--- config.mk ---
export PLATFORM = sky130hd
export DESIGN_NAME = stream_accumulator
export DESIGN_NICKNAME = d
export VERILOG_FILES = /design/src/rtl/sort_pkg.sv /design/src/rtl/stream_accumulator.sv
export SDC_FILE = /design/constraint.sdc
export NUM_CORES = 1
export LEC_CHECK = 0
export BUFFER_PORTS_ARGS = -buffer_cell sky130_fd_sc_hd__buf_4
export CORE_MARGIN = 2
export CORE_UTILIZATION = 48
export DETAILED_ROUTE_END_ITERATION = 16
export GPL_ROUTABILITY_DRIVEN = 0
export HOLD_SLACK_MARGIN = 0.03
export PLACE_DENSITY_LB_ADDON = 0.12
export SETUP_SLACK_MARGIN = 0.02
export SYNTH_ARGS = -nofsm -noshare
export SYNTH_HDL_FRONTEND = slang
export SYNTH_SLANG_ARGS = --single-unit
--- constraint.sdc ---
create_clock -name clk -period 6.9 [get_ports clk]
set_clock_uncertainty 0.2 [all_clocks]
set_input_delay 2.07 -clock clk [delete_from_list [all_inputs] [get_ports clk]]
set_output_delay 2.07 -clock clk [all_outputs]
set_load 0.01 [all_outputs]
--- src/rtl/sort_pkg.sv ---
// Shared types and width helpers for the sort stream checker.
package sort_pkg;

  typedef enum logic [1:0] {
    ST_IDLE   = 2'd0,
    ST_OUT    = 2'd1,
    ST_REPORT = 2'd2
  } state_e;

  function automatic int clog2(input int n);
    int r;
    int v;
    r = 0;
    v = 1;
    while (v < n) begin
      v = v << 1;
      r++;
    end
    return r;
  endfunction

  function automatic int sum_w(input int w, input int size);
    return w + clog2(size);
  endfunction

endpackage

--- src/rtl/stream_accumulator.sv ---
// Count / sum / xor accumulator for one side of the sorter.
module stream_accumulator
  import sort_pkg::*;
#(
  parameter int W    = 12,
  parameter int SIZE = 1024,
  parameter int CW   = clog2(SIZE + 2),
  parameter int SW   = sum_w(W, SIZE)
) (
  input  logic          clk,
  input  logic          rst_n,
  input  logic          clr_i,
  input  logic          en_i,
  input  logic [W-1:0]  din_i,
  output logic [CW-1:0] cnt_o,
  output logic [SW-1:0] sum_o,
  output logic [W-1:0]  xor_o
);

  localparam logic [CW-1:0] CMAX = CW'(SIZE + 1);

  logic [CW-1:0] cnt_q, cnt_d;
  logic [SW-1:0] sum_q, sum_d;
  logic [W-1:0]  xor_q, xor_d;

  // A clear and a new sample in the same cycle start a fresh frame
  always_comb begin
    cnt_d = clr_i ? '0 : cnt_q;
    sum_d = clr_i ? '0 : sum_q;
    xor_d = clr_i ? '0 : xor_q;
    if (en_i) begin
      if (cnt_d != CMAX) cnt_d = cnt_d + 1'b1;
      sum_d = sum_d + SW'(din_i);
      xor_d = xor_d ^ din_i;
    end
  end

  always_ff @(posedge clk or negedge rst_n) begin
    if (!rst_n) begin
      cnt_q <= '0;
      sum_q <= '0;
      xor_q <= '0;
    end else begin
      cnt_q <= cnt_d;
      sum_q <= sum_d;
      xor_q <= xor_d;
    end
  end

  assign cnt_o = cnt_q;
  assign sum_o = sum_q;
  assign xor_o = xor_q;

endmodule

==> summary.txt, run 1 <==
Clocking
  – Total setup buffers inserted after CTS: 0
  – CTS Sinks: 45
  – Post-cts sizing count: 0
  – CTS Buf Count: 5
  – Worst skew pair latency: 0.30 ns
  – # hold bufs at CTS: 0
  – Clock Root Buffer: clkbuf_8
  – Worst-path clk slew: 0.09 ns
  – H-tree depth: 2
  – Longest Clk Path Bufs: 2
  – CTS tree: yes

Logic synthesis
  – Top FF cell, synth: dfrtp_1
  – Leading area contributor after synthesis: dfrtp_1
  – Share of the synthesized area in the top cell type: 39.77%
  – Most common cell in the netlist: dfrtp_1
  – Post-synth top cells: dfrtp_1 (45), nand2_1 (32), nor2b_1 (31)
  – Top area cells in the synthesized netlist: dfrtp_1 (40%), xnor2_1 (8.4%), nor2b_1 (6.8%)
  – Asr flop ratio synth: 100.0%
  – Register area share after synthesis: 39.77%
  – Ys Warns: 0
  – Distinct cell type count after synthesis: 45
  – EDFF count, synth: 0
  – Syn nets: 329
  – Post-synthesis register bit count: 45
  – Syn Area/Cell: 9.502 um^2
  – Post-Syn Instances: 298
  – Cell area after synthesis: 2831 um^2

Critical path
  – Reg2reg setup slack: 4.13 ns
  – CP Class: in -> reg
  – Reg2reg end: sum_o[14]$_DFF_PN0_
  – CP top delay family: simple AND/OR/NAND/NOR gates
  – Required time of the critical path: 6.92 ns
  – Crit-path slowest cell: fa_1
  – CP Launch Type: input port
  – CP arrival: 4.57 ns
  – FF-to-FF Start: sum_o[0]$_DFF_PN0_
  – CP endpoint kind: flop
  – Crit path cell chain: buf_4, nor2b_1, ha_1, fa_1, a21o_1, a221oi_4, and4b_4, or4_1, o211ai_1
  – R2R depth: 8
  – Crit path max fanout: 48
  – Bufs and invs on worst path: 1
  – Crit. Startpoint: clr_i
  – Max incr delay on CP: 0.41 ns

Timing
  – RSZ-0062 raised after global routing: false
  – Worst Tran Pin Value: 0.6732 ns
  – Final Max Slew Viols: 0
  – Hold Violations, Final: 0
  – Highest Clock Rate: 220.0 MHz
  – Final min period: 4.544 ns
  – Crit share post-route: 65.86%
  – Final setup violation count: 0
  – Relative slew margins: 54.74%
  – Post-Route Setup TNS: 0 ns

Power
  – Clock power frac: 27.4%
  – Pwr dens: 219.2 nW/um^2
  – Switch Pwr: 236.0 uW
  – Seq pwr share: 41.3%
  – Cell internal pwr: 517.9 uW
  – Switching part of the total: 31.31%
  – Leakage: 1.612 nW
  – Logic pwr share: 31.3%
  – VDD IR max: 0.0001384 V

Placement
  – # port buffers: 60
  – Post-DP HPWL: 4483 um
  – Dpl cells: 418

GRT
  – Initial antenna violation count: 0
  – Total global routing track utilization: 21.12%
  – Total gr overflow: 0
  – Vias in the first global route: 2365
  – First-pass GRT wire length: 10770 um
  – Largest net degree at the start of global routing: 49

Final layout
  – Fill count: 515
  – # diodes: 0
  – Fin nets: 384
  – Register area: 1126 um^2
  – Area of the multi-input gates: 1632 um^2
  – Post-Layout Cell Count: 426
  – Synth-to-layout area growth: 21.48%
  – Layout cells sized above 1: 22.88%

Route
  – Drt total wl: 6376 um
  – WL per Instance: 14.97 um
  – Iteration-0 DRC Markers: 140
  – Pre-antenna DRT Iters: 4
  – Remaining antenna violation count after routing: 0
  – DRC Markers: 0
  – Via count: 2339
  – Vias per inst: 5.491

Floorplanning
  – Core Region: 5608 um^2
  – Row count: 27
  – Initial Util: 50.49%
  – Die area: 6529 um^2
  – Die Ht: 80.81 um
  – Die width: 80.81 um
  – Num ports: 61

Worst hold path
  – WHS Path Cells: 2
  – Endpoint, Worst Hold: sum_o[21]$_DFF_PN0_
  – HP Class: reg -> reg
  – Worst min-delay path startpoint: sum_o[21]$_DFF_PN0_

Job
  – Number of max-cap violations: 0

Outcome
  – Outcome: finished, final reports clean
## routing by layer
layer	up-vias	wire length (um)	global-route usage, %
li1	1155	-	-
met1	1106	2987	28.30
met2	72	2983	34.38
met3	6	346	4.000
met4	0	59	7.119
met5	-	0	0
## kinds of logic after synthesis
kind of cell / share of synthesized area [%]
AOI/OAI and AO/OA: 12.24
xor gates and xnor gates: 11.44
adders and majority gates: 6.894
buffers and inverters: 2.607
DFF: 39.77
muxes: 3.889
and+or+nand+nor: 23.16
## cell usage in the layout (no fill, tap or decap), drive strengths merged, types with 2 or more instances in the layout
cell	Yosys	routed
a211oi	2	2
a21o	4	4
a21oi	12	12
a221oi	3	3
a31oi	3	3
and3	5	5
and4	2	2
and4b	3	3
buf	5	60
clkbuf	7	5
dfrtp	45	45
ha	14	14
inv	7	7
mux2	8	8
mux2i	2	2
nand2	32	32
nand2b	4	4
nand3	6	6
nand4	10	10
nor2	18	18
nor2b	31	31
nor3	3	3
nor3b	2	2
nor4b	2	2
o211ai	2	2
o21ai	12	12
o311ai	2	2
o31ai	6	6
xnor2	27	27
xor2	10	10
## state kept, by name, summed over array words and instances (netlist names)
signal / count
xor_o: 12
cnt_o: 11
sum_o: 22
## worst max path at each step
stage / endpoint / slack, ns / cells after the start
finish: sum_o[14]$_DFF_PN0_ / 2.36 / 9
global route: sum_o[14]$_DFF_PN0_ / 2.25 / 9
CTS: sum_o[14]$_DFF_PN0_ / 2.37 / 9
detailed placement: sum_o[14]$_DFF_PN0_ / 2.06 / 9
global placement: sum_o[14]$_DFF_PN0_ / 2.12 / 9
floorplan: sum_o[14]$_DFF_PN0_ / 2.14 / 10
## metrics by stage
stage | setup WS [ns] | area, um^2 | utilization [%] | power, mW | hold WS (ns)
4_1_cts | 2.375 | 3440 | 61.33 | 0.7600 | 0.3688
2_1_floorplan | 2.139 | 2831 | - | 0.4631 | 0.3783
3_3_place_gp | 2.123 | 3324 | 59.28 | 0.5487 | 0.3449
3_5_place_dp | 2.060 | 3324 | 59.28 | 0.5529 | 0.3478
6_report | 2.356 | 3440 | 61.33 | 0.7539 | 0.3654
5_1_grt | 2.253 | 3440 | 61.33 | 0.7982 | 0.3831
## power groups by stage
stage | registers (mW) | clock network (mW) | logic [mW]
2_1_floorplan | 0.329 | 0 | 0.135
3_3_place_gp | 0.317 | 0 | 0.232
3_5_place_dp | 0.317 | 0 | 0.236
4_1_cts | 0.312 | 0.211 | 0.237
5_1_grt | 0.315 | 0.222 | 0.261
6_report | 0.312 | 0.206 | 0.236
## tightest hold or removal path, cell delays in order, from the launching register on
cell	delay, ns
dfrtp_1	0.39
nand2_1	0.08
xnor2_1	0.07
## cell type report
class	count	area share, %
Multi-Input combinational cell	234	47.44
Sequential cell	45	32.74
Timing Repair Buffer	60	13.10
Tap cell	72	2.619
Clock buffer	5	2.001
Clock inverter	3	1.346
Inverter	7	0.7639
Note: power is estimated with default switching activity, not from simulation.
==> run 2: changes to the inputs <==
==> constraint.sdc (replaced) <==
create_clock -name clk -period 4.2 [get_ports clk]
set_clock_uncertainty 0.2 [all_clocks]
set_input_delay 1.26 -clock clk [delete_from_list [all_inputs] [get_ports clk]]
set_output_delay 1.26 -clock clk [all_outputs]
set_load 0.01 [all_outputs]
==> run 2 against run 1 <==
  * Largest cell class unchanged
  * Non-clock buffer count rose by 1
  * Clock-buffer cell count rose by 1
  * Highest routed layer unchanged
  * Worst hold slack got worse by 0.0020 ns
  * Critical path type unchanged
  * Sequential power is 64% higher
  * Sequential share of layout area increased by 0.11 points
  * First-iteration DRC count shrank 21%
==> summary.txt, run 2 (synthesis gave the netlist of run 1 again) <==
Outcome
  – Outcome: finished, final reports clean (unchanged)

Final layout
  – # diodes: 0 (unchanged)
  – Synth-to-layout area growth: 21.08% (was 21.48%)
  – Commonest non-fill, non-tap cell in the layout: buf_4 (unchanged)
  – Max FFs per register: 22 (unchanged)
  – Fin nets: 385 (was 384)
  – Layout cells sized above 1: 23.10% (was 22.88%)
  – Post-Layout Cell Count: 427 (was 426)
  – Most frequent cells in the layout: buf_4 (61), dfrtp_1 (45), nand2_1 (32), nor2b_1 (31), xnor2_1 (27) (was buf_4 (60), dfrtp_1 (45), nand2_1 (32), nor2b_1 (31), xnor2_1 (27))

GRT
  – Initial antenna violation count: 0 (unchanged)
  – Total gr overflow: 0 (unchanged)
  – Met2 Usage GRT: 35.04% (was 34.38%)
  – Vias in the first global route: 2341 (was 2365)
  – Met3 usage: 3.111% (was 4.000%)
  – Largest net degree at the start of global routing: 46 (was 49)
  – Total global routing track utilization: 21.78% (was 21.12%)
  – Global-route met1 utilization: 29.68% (was 28.30%)
  – First-pass GRT wire length: 11160 um (was 10770 um)
  – GRT busiest layer: met2 (unchanged)

Job
  – Number of max-cap violations: 0 (unchanged)

Timing
  – Highest Clock Rate: 286.5 MHz
  – Hold Violations, Final: 0 (unchanged)
  – Post-Route Setup TNS: 0 ns (unchanged)
  – Setup WS post-layout: 0.7097 ns (was 2.356 ns)
  – Worst Tran Pin Value: 0.6446 ns (was 0.6732 ns)
  – Final min period: 3.490 ns
  – Final setup violation count: 0 (unchanged)
  – Final Max Slew Viols: 0 (unchanged)
  – Crit share post-route: 83.10%
  – Relative slew margins: 56.66% (was 54.74%)
  – RSZ-0062 raised after global routing: false (unchanged)

Power
  – Switching part of the total: 32.35% (was 31.31%)
  – Logic pwr share: 32.6% (was 31.3%)
  – Switch Pwr: 386.0 uW (was 236.0 uW)
  – Pwr dens: 348.0 nW/um^2 (was 219.2 nW/um^2)
  – Leakage: 1.614 nW (was 1.612 nW)
  – Cell internal pwr: 807.1 uW (was 517.9 uW)
  – VDD IR max: 0.0002046 V (was 0.0001384 V)
  – Clock power frac: 24.4% (was 27.4%)
  – Seq pwr share: 42.9% (was 41.3%)

Critical path
  – CP Class: in -> reg (unchanged)
  – Crit path max fanout: 20 (was 48)
  – Required time of the critical path: 4.23 ns (was 6.92 ns)
  – CP top delay family: simple AND/OR/NAND/NOR gates (unchanged)
  – Crit. Startpoint: clr_i (unchanged)
  – Crit-path slowest cell: fa_1 (unchanged)
  – FF-to-FF Start: sum_o[0]$_DFF_PN0_ (unchanged)
  – CP endpoint kind: flop (unchanged)
  – Bufs and invs on worst path: 1 (unchanged)
  – Max incr delay on CP: 0.41 ns (about the same)
  – CP arrival: 3.52 ns (was 4.57 ns)
  – CP Launch Type: input port (unchanged)
  – Crit path cell chain: buf_4, nor2b_1, ha_1, fa_1, a21o_1, a221oi_4, and4b_4, or4_1, o211ai_1 (unchanged)

Floorplanning
  – Core Region: 5608 um^2 (unchanged)
  – Row count: 27 (unchanged)
  – Die Ht: 80.81 um (unchanged)
  – Die width: 80.81 um (unchanged)
  – Initial Util: 50.49% (unchanged)
  – Die area: 6529 um^2 (unchanged)
  – Num ports: 61 (unchanged)

Clocking
  – CTS Sinks: 45 (unchanged)
  – CTS Buf Count: 5 (unchanged)
  – Total setup buffers inserted after CTS: 0 (unchanged)
  – Post-cts sizing count: 0 (unchanged)
  – # hold bufs at CTS: 0 (unchanged)
  – Worst skew pair latency: 0.31 ns (was 0.30 ns)
  – CTS tree: yes (unchanged)
  – H-tree depth: 2 (unchanged)
  – Longest Clk Path Bufs: 2 (unchanged)
  – Clock Root Buffer: clkbuf_8 (unchanged)
  – Worst-path clk slew: 0.09 ns (about the same)

Placement
  – # port buffers: 60 (unchanged)
  – Dpl ws: 0.3905 ns (was 2.060 ns)
  – Post-DP HPWL: 4672 um (was 4483 um)
  – Dpl cells: 419 (was 418)

Route
  – Pre-antenna DRT Iters: 4 (unchanged)
  – Remaining antenna violation count after routing: 0 (unchanged)
  – Vias per inst: 5.485 (was 5.491)
  – DRC Markers: 0 (unchanged)
  – Via count: 2342 (was 2339)
  – WL per Instance: 15.25 um (was 14.97 um)
  – Iteration-0 DRC Markers: 111 (was 140)
  – Drt total wl: 6511 um (was 6376 um)

Worst hold path
  – HP Class: reg -> reg (unchanged)
  – Worst min-delay path startpoint: sum_o[21]$_DFF_PN0_ (unchanged)
[run 2: cell types whose count changed in the layout (fill, tap and decap cells not counted), sizes merged]
cell	delta
buf	+1
clkinv	+1
clkbuf	+1
bufinv	-1
clkinvlp	-1
[run 2: final cells by class]
type,count,area [um^2]
multi-input combinational,234,1632
sequential,45,1126
timing repair buffer,61,457.9
inverter,7,26.28
clock buffer,6,82.58
fill,518,2180
clock inverter,2,13.76
tap,72,90.09
[run 2: routing by layer]
metal | wire, um | up-vias
li1 | - | 1148
met4 | 109 | 0
met2 | 3018 | 64
met1 | 3074 | 1119
met5 | 0 | -
met3 | 308 | 11
[run 2: stage by stage]
| step | hold slack, ns | total power [mW] | cell area [um^2] | util (%) |
|---|---|---|---|---|
| CTS | 0.3656 | 1.206 | 3428 | 61.13 |
| floorplan | 0.3783 | 0.7608 | 2831 | - |
| global route | 0.4013 | 1.261 | 3428 | 61.13 |
| finish | 0.3634 | 1.193 | 3428 | 61.13 |
| detailed placement | 0.3517 | 0.9101 | 3332 | 59.42 |
| global placement | 0.3442 | 0.9029 | 3332 | 59.42 |
[run 2: path summary, 6_finish.rpt]
kind	endpoint	slack, ns	cells past startpoint
max	sum_o[14]$_DFF_PN0_	0.71	9
min	sum_o[21]$_DFF_PN0_	0.36	2
max reg2reg	sum_o[14]$_DFF_PN0_	1.43	8
min reg2reg	sum_o[21]$_DFF_PN0_	0.36	2
max in group asynchronous	sum_o[8]$_DFF_PN0_	2.67	1
min in group asynchronous	xor_o[2]$_DFF_PN0_	0.74	1
[run 2: power groups by stage]
stage | Clock [mW] | Combinational [mW] | Sequential, mW
2_1_floorplan | 0 | 0.221 | 0.540
3_3_place_gp | 0 | 0.382 | 0.521
3_5_place_dp | 0 | 0.389 | 0.521
4_1_cts | 0.301 | 0.392 | 0.512
5_1_grt | 0.311 | 0.432 | 0.518
6_report | 0.292 | 0.389 | 0.512
[run 2: worst min-delay path, cell delays in order (launching register included)]
cell and delay [ns]:
dfrtp_1 0.39, nand2_1 0.08, xnor2_1 0.06
==> run 3: changes to the inputs <==
==> constraint.sdc (replaced) <==
create_clock -name clk -period 3.2 [get_ports clk]
set_clock_uncertainty 0.2 [all_clocks]
set_input_delay 0.96 -clock clk [delete_from_list [all_inputs] [get_ports clk]]
set_output_delay 0.96 -clock clk [all_outputs]
set_load 0.01 [all_outputs]
==> run 3 against run 2 <==
  * Global-route usage increased by 0.32 points
  * Power grew 41%
  * Sequential power grew 32%
  * Critical path depth stayed put
  * Register-to-register slack got worse by 0.91 ns
  * Routed wire length grew 1.2%
  * Die area unchanged
  * Worst hold slack better by 0.0058 ns
  * First-iteration DRC count down 41%
  * Via count grew 2.7%
  * Clock power is 52% higher
  * Highest routed layer unchanged
==> summary.txt, run 3 (synthesis gave the netlist of run 1 again) <==
Route
  – WL per Instance: 14.71 um (was 15.25 um)
  – Vias per inst: 5.371 (was 5.485)
  – Drt total wl: 6589 um (was 6511 um)
  – Remaining antenna violation count after routing: 0 (unchanged)
  – Via count: 2406 (was 2342)
  – Iteration-0 DRC Markers: 65 (was 111)
  – Pre-antenna DRT Iters: 4 (unchanged)
  – DRC Markers: 0 (unchanged)

Final layout
  – Layout cells sized above 1: 28.72% (was 23.10%)
  – Area of the multi-input gates: 1664 um^2 (was 1632 um^2)
  – Commonest non-fill, non-tap cell in the layout: buf_4 (unchanged)
  – Fill count: 490 (was 518)
  – # diodes: 0 (unchanged)
  – Synth-to-layout area growth: 28.90% (was 21.08%)
  – Finished layout cell area: 3650 um^2 (was 3428 um^2)
  – Post-layout util: 65.08% (was 61.13%)
  – Max FFs per register: 22 (unchanged)
  – Register area: 1126 um^2 (unchanged)
  – Most frequent cells in the layout: buf_4 (81), dfrtp_1 (45), nand2_1 (32), nor2b_1 (30), xnor2_1 (27) (was buf_4 (61), dfrtp_1 (45), nand2_1 (32), nor2b_1 (31), xnor2_1 (27))
  – Fin nets: 406 (was 385)

Job
  – Number of max-cap violations: 0 (unchanged)

Timing
  – Final min period: 2.982 ns
  – Final Max Slew Viols: 0 (unchanged)
  – Worst Tran Pin Value: 0.5805 ns (was 0.6446 ns)
  – Hold Violations, Final: 0 (unchanged)
  – Relative slew margins: 61.30% (was 56.66%)
  – Crit share post-route: 93.18%
  – Highest Clock Rate: 335.4 MHz
  – WHS: 0.3692 ns (was 0.3634 ns)
  – Final setup violation count: 0 (unchanged)
  – RSZ-0062 raised after global routing: false (unchanged)

Critical path
  – Crit path cell chain: buf_4, nor2b_4, ha_4, fa_2, a21o_1, a221oi_4, and4b_4, or4_1, o211ai_1 (was buf_4, nor2b_1, ha_1, fa_1, a21o_1, a221oi_4, and4b_4, or4_1, o211ai_1)
  – Required time of the critical path: 3.23 ns (was 4.23 ns)
  – CP top delay family: simple AND/OR/NAND/NOR gates (unchanged)
  – Crit. Startpoint: clr_i (unchanged)
  – Reg2reg setup slack: 0.52 ns (was 1.43 ns)
  – Bufs and invs on worst path: 1 (unchanged)
  – CP Launch Type: input port (unchanged)
  – Reg2reg end: sum_o[14]$_DFF_PN0_ (unchanged)
  – Crit-path slowest cell: or4_1 (was fa_1)
  – CP Class: in -> reg (unchanged)
  – CP endpoint kind: flop (unchanged)
  – R2R depth: 8 (unchanged)
  – Crit path max fanout: 6 (was 20)
  – Max incr delay on CP: 0.41 ns (about the same)
  – FF-to-FF Start: sum_o[0]$_DFF_PN0_ (unchanged)
  – CP arrival: 3.01 ns (was 3.52 ns)

Power
  – Pwr dens: 459.7 nW/um^2 (was 348.0 nW/um^2)
  – VDD IR max: 0.0002568 V (was 0.0002046 V)
  – Leakage: 1.722 nW (was 1.614 nW)

Outcome
  – Outcome: finished, final reports clean (unchanged)

Clocking
  – Post-cts sizing count: 0 (unchanged)
  – Worst skew pair latency: 0.30 ns (was 0.31 ns)
  – Worst-path clk slew: 0.09 ns (about the same)
  – # hold bufs at CTS: 0 (unchanged)
  – CTS Buf Count: 5 (unchanged)
  – Clock Root Buffer: clkbuf_8 (unchanged)
  – H-tree depth: 2 (unchanged)
  – Total setup buffers inserted after CTS: 0 (unchanged)
  – CTS Sinks: 45 (unchanged)
  – CTS tree: yes (unchanged)
  – Longest Clk Path Bufs: 2 (unchanged)

Floorplanning
  – Row count: 27 (unchanged)
  – Die width: 80.81 um (unchanged)
  – Num ports: 61 (unchanged)
  – Core Region: 5608 um^2 (unchanged)
  – Die Ht: 80.81 um (unchanged)
  – Die area: 6529 um^2 (unchanged)
  – Initial Util: 50.49% (unchanged)

GRT
  – First-pass GRT wire length: 11280 um (was 11160 um)
  – Initial antenna violation count: 0 (unchanged)
  – Vias in the first global route: 2444 (was 2341)
  – Largest net degree at the start of global routing: 46 (unchanged)
  – Total gr overflow: 0 (unchanged)
  – Total global routing track utilization: 22.11% (was 21.78%)

Worst hold path
  – Endpoint, Worst Hold: sum_o[21]$_DFF_PN0_ (unchanged)
  – HP Class: reg -> reg (unchanged)
  – Worst min-delay path startpoint: sum_o[21]$_DFF_PN0_ (unchanged)
  – WHS Path Cells: 2 (unchanged)

Placement
  – # port buffers: 60 (unchanged)
  – Placement Cell Area: 3535 um^2 (was 3332 um^2)
  – Post-DP HPWL: 4861 um (was 4672 um)
[run 3: cell count changes in the layout (fill, tap and decap cells not counted), sizes merged]
| cell | previous run | this run |
|---|---|---|
| clkbuf | 6 | 5 |
| clkinv | 2 | 1 |
| bufinv | 0 | 1 |
| clkinvlp | 0 | 1 |
| buf | 61 | 82 |
[run 3: cell type report]
cell class,count,area share [%]
timing repair buffer,82,17.21
clock inverter,3,1.268
multi-input combinational,234,45.59
clock buffer,5,1.885
sequential,45,30.85
inverter,7,0.7199
tap,72,2.468
[run 3: where the power goes]
| part | total, mW | switching (mW) | internal, mW |
|---|---|---|---|
| Combinational | 0.561 | 0.271 | 0.290 |
| Sequential | 0.674 | 0.0407 | 0.633 |
| Clock | 0.443 | 0.209 | 0.234 |
[run 3: how the worst max path moves through the flow]
stage	to	cells past startpoint
floorplan	sum_o[14]$_DFF_PN0_	10
global placement	sum_o[14]$_DFF_PN0_	9
detailed placement	sum_o[14]$_DFF_PN0_	9
CTS	sum_o[14]$_DFF_PN0_	9
global route	sum_o[14]$_DFF_PN0_	9
finish	sum_o[14]$_DFF_PN0_	9
[run 3: worst register-to-register path: stages, from the launching register on]
cell	delay (ns)
dfrtp_1	0.40
nor2b_4	0.14
ha_4	0.16
fa_2	0.40
a21o_1	0.20
a221oi_4	0.32
and4b_4	0.28
or4_1	0.41
o211ai_1	0.10
[run 3: per-layer routing]
| metal | share of wire (%) | GRT usage [%] | routed length (um) |
|---|---|---|---|
| met5 | 0 | 0 | 0 |
| met4 | 1.2 | 7.458 | 79 |
| met3 | 4.0 | 3.333 | 263 |
| met2 | 48 | 37.44 | 3137 |
| met1 | 47 | 28.93 | 3107 |
[run 3: through the flow]
step	power, mW	instances	worst slack, ns	TNS, ns
2_1_floorplan	1.010	298	-0.09152	-0.09152
3_3_place_gp	1.237	440	-0.05852	-0.05852
3_5_place_dp	1.246	440	-0.1287	-0.1988
4_1_cts	1.694	448	0.2088	0
5_1_grt	1.781	448	0.1052	0
6_report	1.678	448	0.2183	0
